$ cat src/rtl/uart_cmd_rx.sv
// Receive-side 8N1 UART with command/LED decoder.
// Bytes are reported with a valid pulse; bad stop bits raise a framing-error pulse.
module uart_cmd_rx #(
    parameter int unsigned CLKS_PER_BIT = 16
) (
    input  logic       clk,
    input  logic       resetn,
    input  logic       rx,
    output logic [7:0] data,
    output logic       valid,
    output logic       frame_err,
    output logic       busy,
    output logic [7:0] cmd,
    output logic [2:0] leds
);

    localparam int unsigned HALF = CLKS_PER_BIT / 2;
    localparam int unsigned CW   = $clog2(CLKS_PER_BIT);
    localparam logic [CW-1:0] CNT_HALF = CW'(HALF - 1);
    localparam logic [CW-1:0] CNT_FULL = CW'(CLKS_PER_BIT - 1);

    typedef enum logic [2:0] {
        IDLE,
        START,
        DATA,
        STOP,
        WAIT_HIGH
    } state_t;

    state_t        state, state_n;
    logic [CW-1:0] cnt, cnt_n;
    logic [2:0]    idx, idx_n;
    logic [7:0]    shreg, shreg_n;
    logic          rx_m, rx_s;
    logic          good, bad;

    always_ff @(posedge clk or negedge resetn) begin
        if (!resetn) begin
            rx_m <= 1'b1;
            rx_s <= 1'b1;
        end else begin
            rx_m <= rx;
            rx_s <= rx_m;
        end
    end

    always_ff @(posedge clk or negedge resetn) begin
        if (!resetn) begin
            state <= IDLE;
            cnt   <= '0;
            idx   <= '0;
            shreg <= '0;
        end else begin
            state <= state_n;
            cnt   <= cnt_n;
            idx   <= idx_n;
            shreg <= shreg_n;
        end
    end

    always_comb begin
        state_n = state;
        cnt_n   = cnt;
        idx_n   = idx;
        shreg_n = shreg;
        good    = 1'b0;
        bad     = 1'b0;
        case (state)
            IDLE: begin
                if (!rx_s) begin
                    cnt_n   = CNT_HALF;
                    state_n = START;
                end
            end
            START: begin
                if (cnt != '0) begin
                    cnt_n = cnt - CW'(1);
                end else if (rx_s) begin
                    state_n = IDLE;
                end else begin
                    cnt_n   = CNT_FULL;
                    idx_n   = '0;
                    state_n = DATA;
                end
            end
            DATA: begin
                if (cnt != '0) begin
                    cnt_n = cnt - CW'(1);
                end else begin
                    shreg_n = {rx_s, shreg[7:1]};
                    cnt_n   = CNT_FULL;
                    idx_n   = idx + 3'd1;
                    if (idx == 3'd7) state_n = STOP;
                end
            end
            STOP: begin
                if (cnt != '0) begin
                    cnt_n = cnt - CW'(1);
                end else if (rx_s) begin
                    good    = 1'b1;
                    state_n = IDLE;
                end else begin
                    bad     = 1'b1;
                    state_n = WAIT_HIGH;
                end
            end
            WAIT_HIGH: begin
                if (rx_s) state_n = IDLE;
            end
            default: state_n = IDLE;
        endcase
    end

    // Result registers update in the cycle IDLE is re-entered.
    always_ff @(posedge clk or negedge resetn) begin
        if (!resetn) begin
            data      <= '0;
            cmd       <= '0;
            leds      <= '0;
            valid     <= 1'b0;
            frame_err <= 1'b0;
        end else begin
            valid     <= good;
            frame_err <= bad;
            if (good) begin
                data <= shreg;
                cmd  <= shreg;
                if (shreg[7:3] == 5'b10100) leds <= shreg[2:0];
            end
        end
    end

    assign busy = (state != IDLE);

endmodule

$ cat config.mk
export PLATFORM = sky130hd
export DESIGN_NAME = uart_cmd_rx
export DESIGN_NICKNAME = d
export VERILOG_FILES = /design/src/rtl/uart_cmd_rx.sv
export SDC_FILE = /design/constraint.sdc
export NUM_CORES = 1
export LEC_CHECK = 0
export BUFFER_PORTS_ARGS = -buffer_cell sky130_fd_sc_hd__buf_2
export CAP_MARGIN = 10
export CELL_PAD_IN_SITES_DETAIL_PLACEMENT = 1
export CELL_PAD_IN_SITES_GLOBAL_PLACEMENT = 1
export CORE_MARGIN = 4
export CORE_UTILIZATION = 44
export CTS_BUF_LIST = sky130_fd_sc_hd__clkbuf_4 sky130_fd_sc_hd__clkbuf_8 sky130_fd_sc_hd__clkbuf_16
export DETAILED_ROUTE_END_ITERATION = 10
export PLACE_DENSITY_LB_ADDON = 0.05
export SYNTH_ARGS = -nofsm -noshare
export SYNTH_HDL_FRONTEND = slang
export SYNTH_SLANG_ARGS = --single-unit
export TNS_END_PERCENT = 10
$ cat constraint.sdc
create_clock -name clk -period 2.4 [get_ports clk]
set_input_delay 0.12 -clock clk [delete_from_list [all_inputs] [get_ports clk]]
set_output_delay 0.12 -clock clk [all_outputs]
set_load 0.1 [all_outputs]
# Yosys cells after proc, flatten, opt, wreduce, memory -nomap -nowiden
# Index checks and enable logic that the tools add are counted.
# op_classes
reduce_logical	10
n_eq_ne	15
mux	25
n_bitwise	1
addsub	2
# ops
operator	n
2-to-1 mux 3 bit	10
2-to-1 mux 4 bit	5
inequality test 2 bit, second input constant	8
case mux 4 bit (4 select lines)	1
case mux 3 bit (5 select lines)	1
AND reduction 4 bit	2
nonzero test 4 bit	2
equality test 3 x 2 -> 1 bit, second input constant	2
equality test 3 bit, second input constant	2
2-to-1 mux 1 bit	6
case mux 3 bit (2 select lines)	1
AND reduction 6 bit	1
equality test 5 bit, second input constant	1
AND reduction 2 bit	2
subtractor 4 x 1 -> 4 bit, second input constant	1
adder 3 x 1 -> 3 bit, second input constant	1
equality test 3 x 1 -> 1 bit, second input constant	1
zero test 3 bit	1
inequality test 3 bit, second input constant	1
nonzero test 3 bit	1
2-to-1 mux 2 bit	1
nonzero test 2 bit	1
inverter 1 bit	1
# word_totals
ff_bits	33
wordCells	63
output_inout_bits	22
inputBits	3

# Depth between registers and ports, before layout
# depth
depth_word	4
depth_mapped	6
depth_no_buf	5

# Least setup slack after synthesis
# No wires, ideal clock.
# synth_timing
path_type	register -> register
from	register cnt[0]
to	register cmd[0]
setup_slack_ns	0.691
arrival_ns	1.583
setup_ns	0.126
synth_period_minus_slack_ns	1.709
t_required_ns	2.274
path_stages_with_launch	7
path_buffers	1
path_cell_list	dfrtp_1 inv_1 ha_1 and4bb_2 and2_1 buf_4 mux2_2
# synth_via
elab_chain_len	3
# synth_lines
element	line_no	source
from (decl)	31	logic [CW-1:0] cnt, cnt_n;
from (signal assigned)	55	cnt <= cnt_n;
nonzero test 4 bit	97	if (cnt != '0) begin
2-to-1 mux 1 bit	97	
2-to-1 mux 1 bit	68	case (state)
named net good	35	logic good, bad;
to (signal assigned)	127	cmd <= shreg;
to (decl)	13	output logic [7:0] cmd,
# The timed path passes the listed nets, and every way through them passes these cells.
# A chain may end at the register's enable or synchronous reset.

# Final worst setup path
# layout_timing
from	register cnt[0]
to	register cmd[2]
# layout_via
elab_chain_len	3
# layout_lines
element	line_no
nonzero test 4 bit	97
2-to-1 mux 1 bit	97
2-to-1 mux 1 bit	68
# No other way between the ends.

==> impl_metrics.env <==
export IMPL_synth_adder_area_share_pct=2.40
export IMPL_rr_worst_depth=5
export IMPL_synth_area_sq_um=1560
export IMPL_period_needed_ns=2.06
export IMPL_tritoncts="done"
export IMPL_use_met1_pct=21.4
export IMPL_core_rowCount=21
export IMPL_post_cts_buffers=0
export IMPL_hold_depth=0
export IMPL_maxSlewHeadroom_pct=50.0
export IMPL_crit_chain="inv_1, ha_1, and4bb_2, and2_1, mux2_2"
export IMPL_n_antenna_cell=0
export IMPL_clk_pin_slew_ns=0.10
export IMPL_netlist_area_leader_share_pct=49.6
export IMPL_synth_area_mux_share_pct=14.3
export IMPL_routed_wl_mm=3.25
export IMPL_grt_pass1_wl_mm=5.50
export IMPL_viasPerCell=5.51
export IMPL_r2r_start="cnt[0]"
export IMPL_area_delta_synth_final_pct=13.9
export IMPL_cts_root_buffer="clkbuf_4"
export IMPL_cts_made_buffers=5
export IMPL_start_util_pct=46.1
export IMPL_worstHoldPathType="flip-flop to flip-flop"
export IMPL_final_layout_size_suffix_gt1_share_pct=40.1
export IMPL_cp_slowest_cell="dfrtp_1"
export IMPL_tightest_slew_ns=0.750
export IMPL_rsz0062_at_grt="false"
export IMPL_critPathLaunchType="flip-flop"
export IMPL_report_final_setup_viol=0
export IMPL_gr_usage_met3_pct=4.99
export IMPL_nets=157
export IMPL_dp_cells=188
export IMPL_yosys_area_top_type="dfrtp_1"
export IMPL_synth_area_leaders="dfrtp_1 50%, mux2_2 14%, buf_4 4.3%"
export IMPL_crit_type="flip-flop to flip-flop"
export IMPL_pin_count=25
export IMPL_grt_overflow=0
export IMPL_avgSynthCellArea_sq_um=12.0
export IMPL_grt_pass1_vias=1147
export IMPL_fmax_ghz=0.485
export IMPL_syn_inst=130
export IMPL_critPathTopFamily="simple AND/OR/NAND/NOR gates"
export IMPL_ir_drop_mv=0.552
export IMPL_grt_busiest_layer="met2"
export IMPL_startpoint="cnt[0]"
export IMPL_clock_skew_ns=0.00550
export IMPL_cp_num_buf_inv=1
export IMPL_syn_num_nets=136
export IMPL_dieWidth_um=67.6
export IMPL_routabilityCongestion=0.745
export IMPL_fin_cells=198
export IMPL_p_total_mw=1.81
export IMPL_cap_violations=0
export IMPL_synth_seq_cells=33
export IMPL_fillers=370
export IMPL_crit_required_ns=2.61
export IMPL_dr_pass1_iters=4
export IMPL_cts_max_level=2
export IMPL_p_leak_nw=0.901
export IMPL_die_area_sq_um=4570
export IMPL_async_reset_ff_share_pct=100
export IMPL_clock_path_buffers=2
export IMPL_vias=1091
export IMPL_insertion_delay_ns=0.32
export IMPL_antenna_left=0
export IMPL_synth_top_family_by_area="simple AND/OR/NAND/NOR gates"
export IMPL_initialDrtViolationCount=67
export IMPL_tns_ns=0
export IMPL_coreArea_sq_um=3390
export IMPL_grt_util_met2_pct=26.6
export IMPL_synthXorXnorAreaFrac_pct=0
export IMPL_drc_errors=0
export IMPL_wire_per_inst_um=16.4
export IMPL_crit_path_max_fanout=9
export IMPL_synth_simple_area_share_pct=14.8
export IMPL_end_kind="flip-flop"
export IMPL_grt_max_degree=34
export IMPL_dp_hpwl_mm=2.30
export IMPL_dominantRegCellSynth="dfrtp_1"
export IMPL_yosys_warnings=0
export IMPL_ys_seq_area_share_pct=53.0
export IMPL_grt_util_all_layers_pct=16.5
export IMPL_outcome="finished clean"
export IMPL_worstPathArrival_ns=2.28
export IMPL_synth_compound_area_share_pct=8.65
export IMPL_grt_antenna_before_repair=0
export IMPL_pwr_density_cell_nw_per_um2=1020
export IMPL_fin_crit_sh_pct=86.0
export IMPL_dieHeight_um=67.6
export IMPL_io_buffers=24
export IMPL_slew_violations=0
export IMPL_cpPeakStageDelay_ns=0.46
export IMPL_path_depth=5
export IMPL_synth_edf_count=0
export IMPL_cts_sinks=33
export IMPL_hold_path_startpoint="rx_m"
export IMPL_ys_types=42
export IMPL_final_hold_viol_count=0
layout make-up:
| cell class | count | area (sq um) | area share, % |
|---|---|---|---|
| Multi-Input combinational cell | 80 | 628 | 35.3 |
| Clock inverter | 3 | 65.1 | 3.66 |
| Inverter | 4 | 15.0 | 0.844 |
| Tap cell | 46 | 57.6 | 3.23 |
| Timing Repair Buffer | 27 | 148 | 8.30 |
| Clock buffer | 5 | 37.5 | 2.11 |
| Sequential cell | 33 | 828 | 46.6 |
logic make-up after synthesis:
group	Yosys count
muxes	20
DFF	33
and+or+nand+nor	36
buffers and inverters	17
AOI/OAI and AO/OA	21
adders and majority gates	3
cell usage after synthesis, types with 2 or more instances:
cell type and number:
nand2_1 4, inv_1 4, nor3b_1 2, clkbuf_1 2
nor2_1 5, o21ai_0 5, nor2b_1 2, nand3_1 5
dfstp_2 2, or3b_2 2, mux2_2 19, dfrtp_1 31
a21oi_1 7, ha_1 3, nor3_1 2, buf_4 9
where the power goes:
part	internal (mW)	switching, mW	total [mW]
logic	0.205	0.311	0.517
registers	0.636	0.143	0.780
clock network	0.323	0.192	0.515
total	1.16	0.647	1.81
timing repair:
| action | CTS | global route |
|---|---|---|
| hold endpoints to repair | 32 | 0 |
| hold buffers | 2 | 0 |
| gates resized for setup | 0 | 0 |
sequential cells by signal, indices dropped and copies added (netlist names):
register   cells
cmd            8
cnt            4
frame_err      1
idx            3
leds           3
rx_m           1
rx_s           1
shreg          8
state          3
valid          1
final timing paths:
path / to / slack, ns
worst max-delay path: cmd[2] / 0.34
worst min-delay path: rx_s / 0.36
worst max register to register: cmd[2] / 0.34
worst min register to register: rx_s / 0.36
max in group asynchronous: leds[0] / 1.52
min in group asynchronous: cnt[2] / 0.40
cell usage in the layout, fill, tap and decap left out, drive strengths merged, types with 2 or more instances in the layout:
cell          n
a21oi         7
buf          25
bufinv        2
clkbuf        5
dfrtp        31
dfstp         2
dlygate4sd3   2
ha            3
inv           4
mux2         19
nand2         5
nand3         5
nor2          5
nor2b         2
nor3          2
nor3b         3
o21ai         5
or3b          3
per-stage QoR:
step / hold slack (ns) / instance area [sq um] / setup slack, ns / utilization (%)
4_1_cts: 0.358 / 1780 / 0.313 / 52.5
6_report: 0.361 / 1780 / 0.337 / 52.5
2_1_floorplan: -0.176 / 1560 / 0.691 / -
3_3_place_gp: 0.213 / 1660 / 0.462 / 48.9
3_5_place_dp: 0.222 / 1660 / 0.338 / 48.9
5_1_grt: 0.379 / 1780 / 0.233 / 52.5
per-layer routing:
layer	up-vias	share of wire, %
met5	-	0
met1	559	47
li1	507	-
met3	2	4.3
met4	0	0.43
met2	23	48
Power figures use the tool's default switching activity.
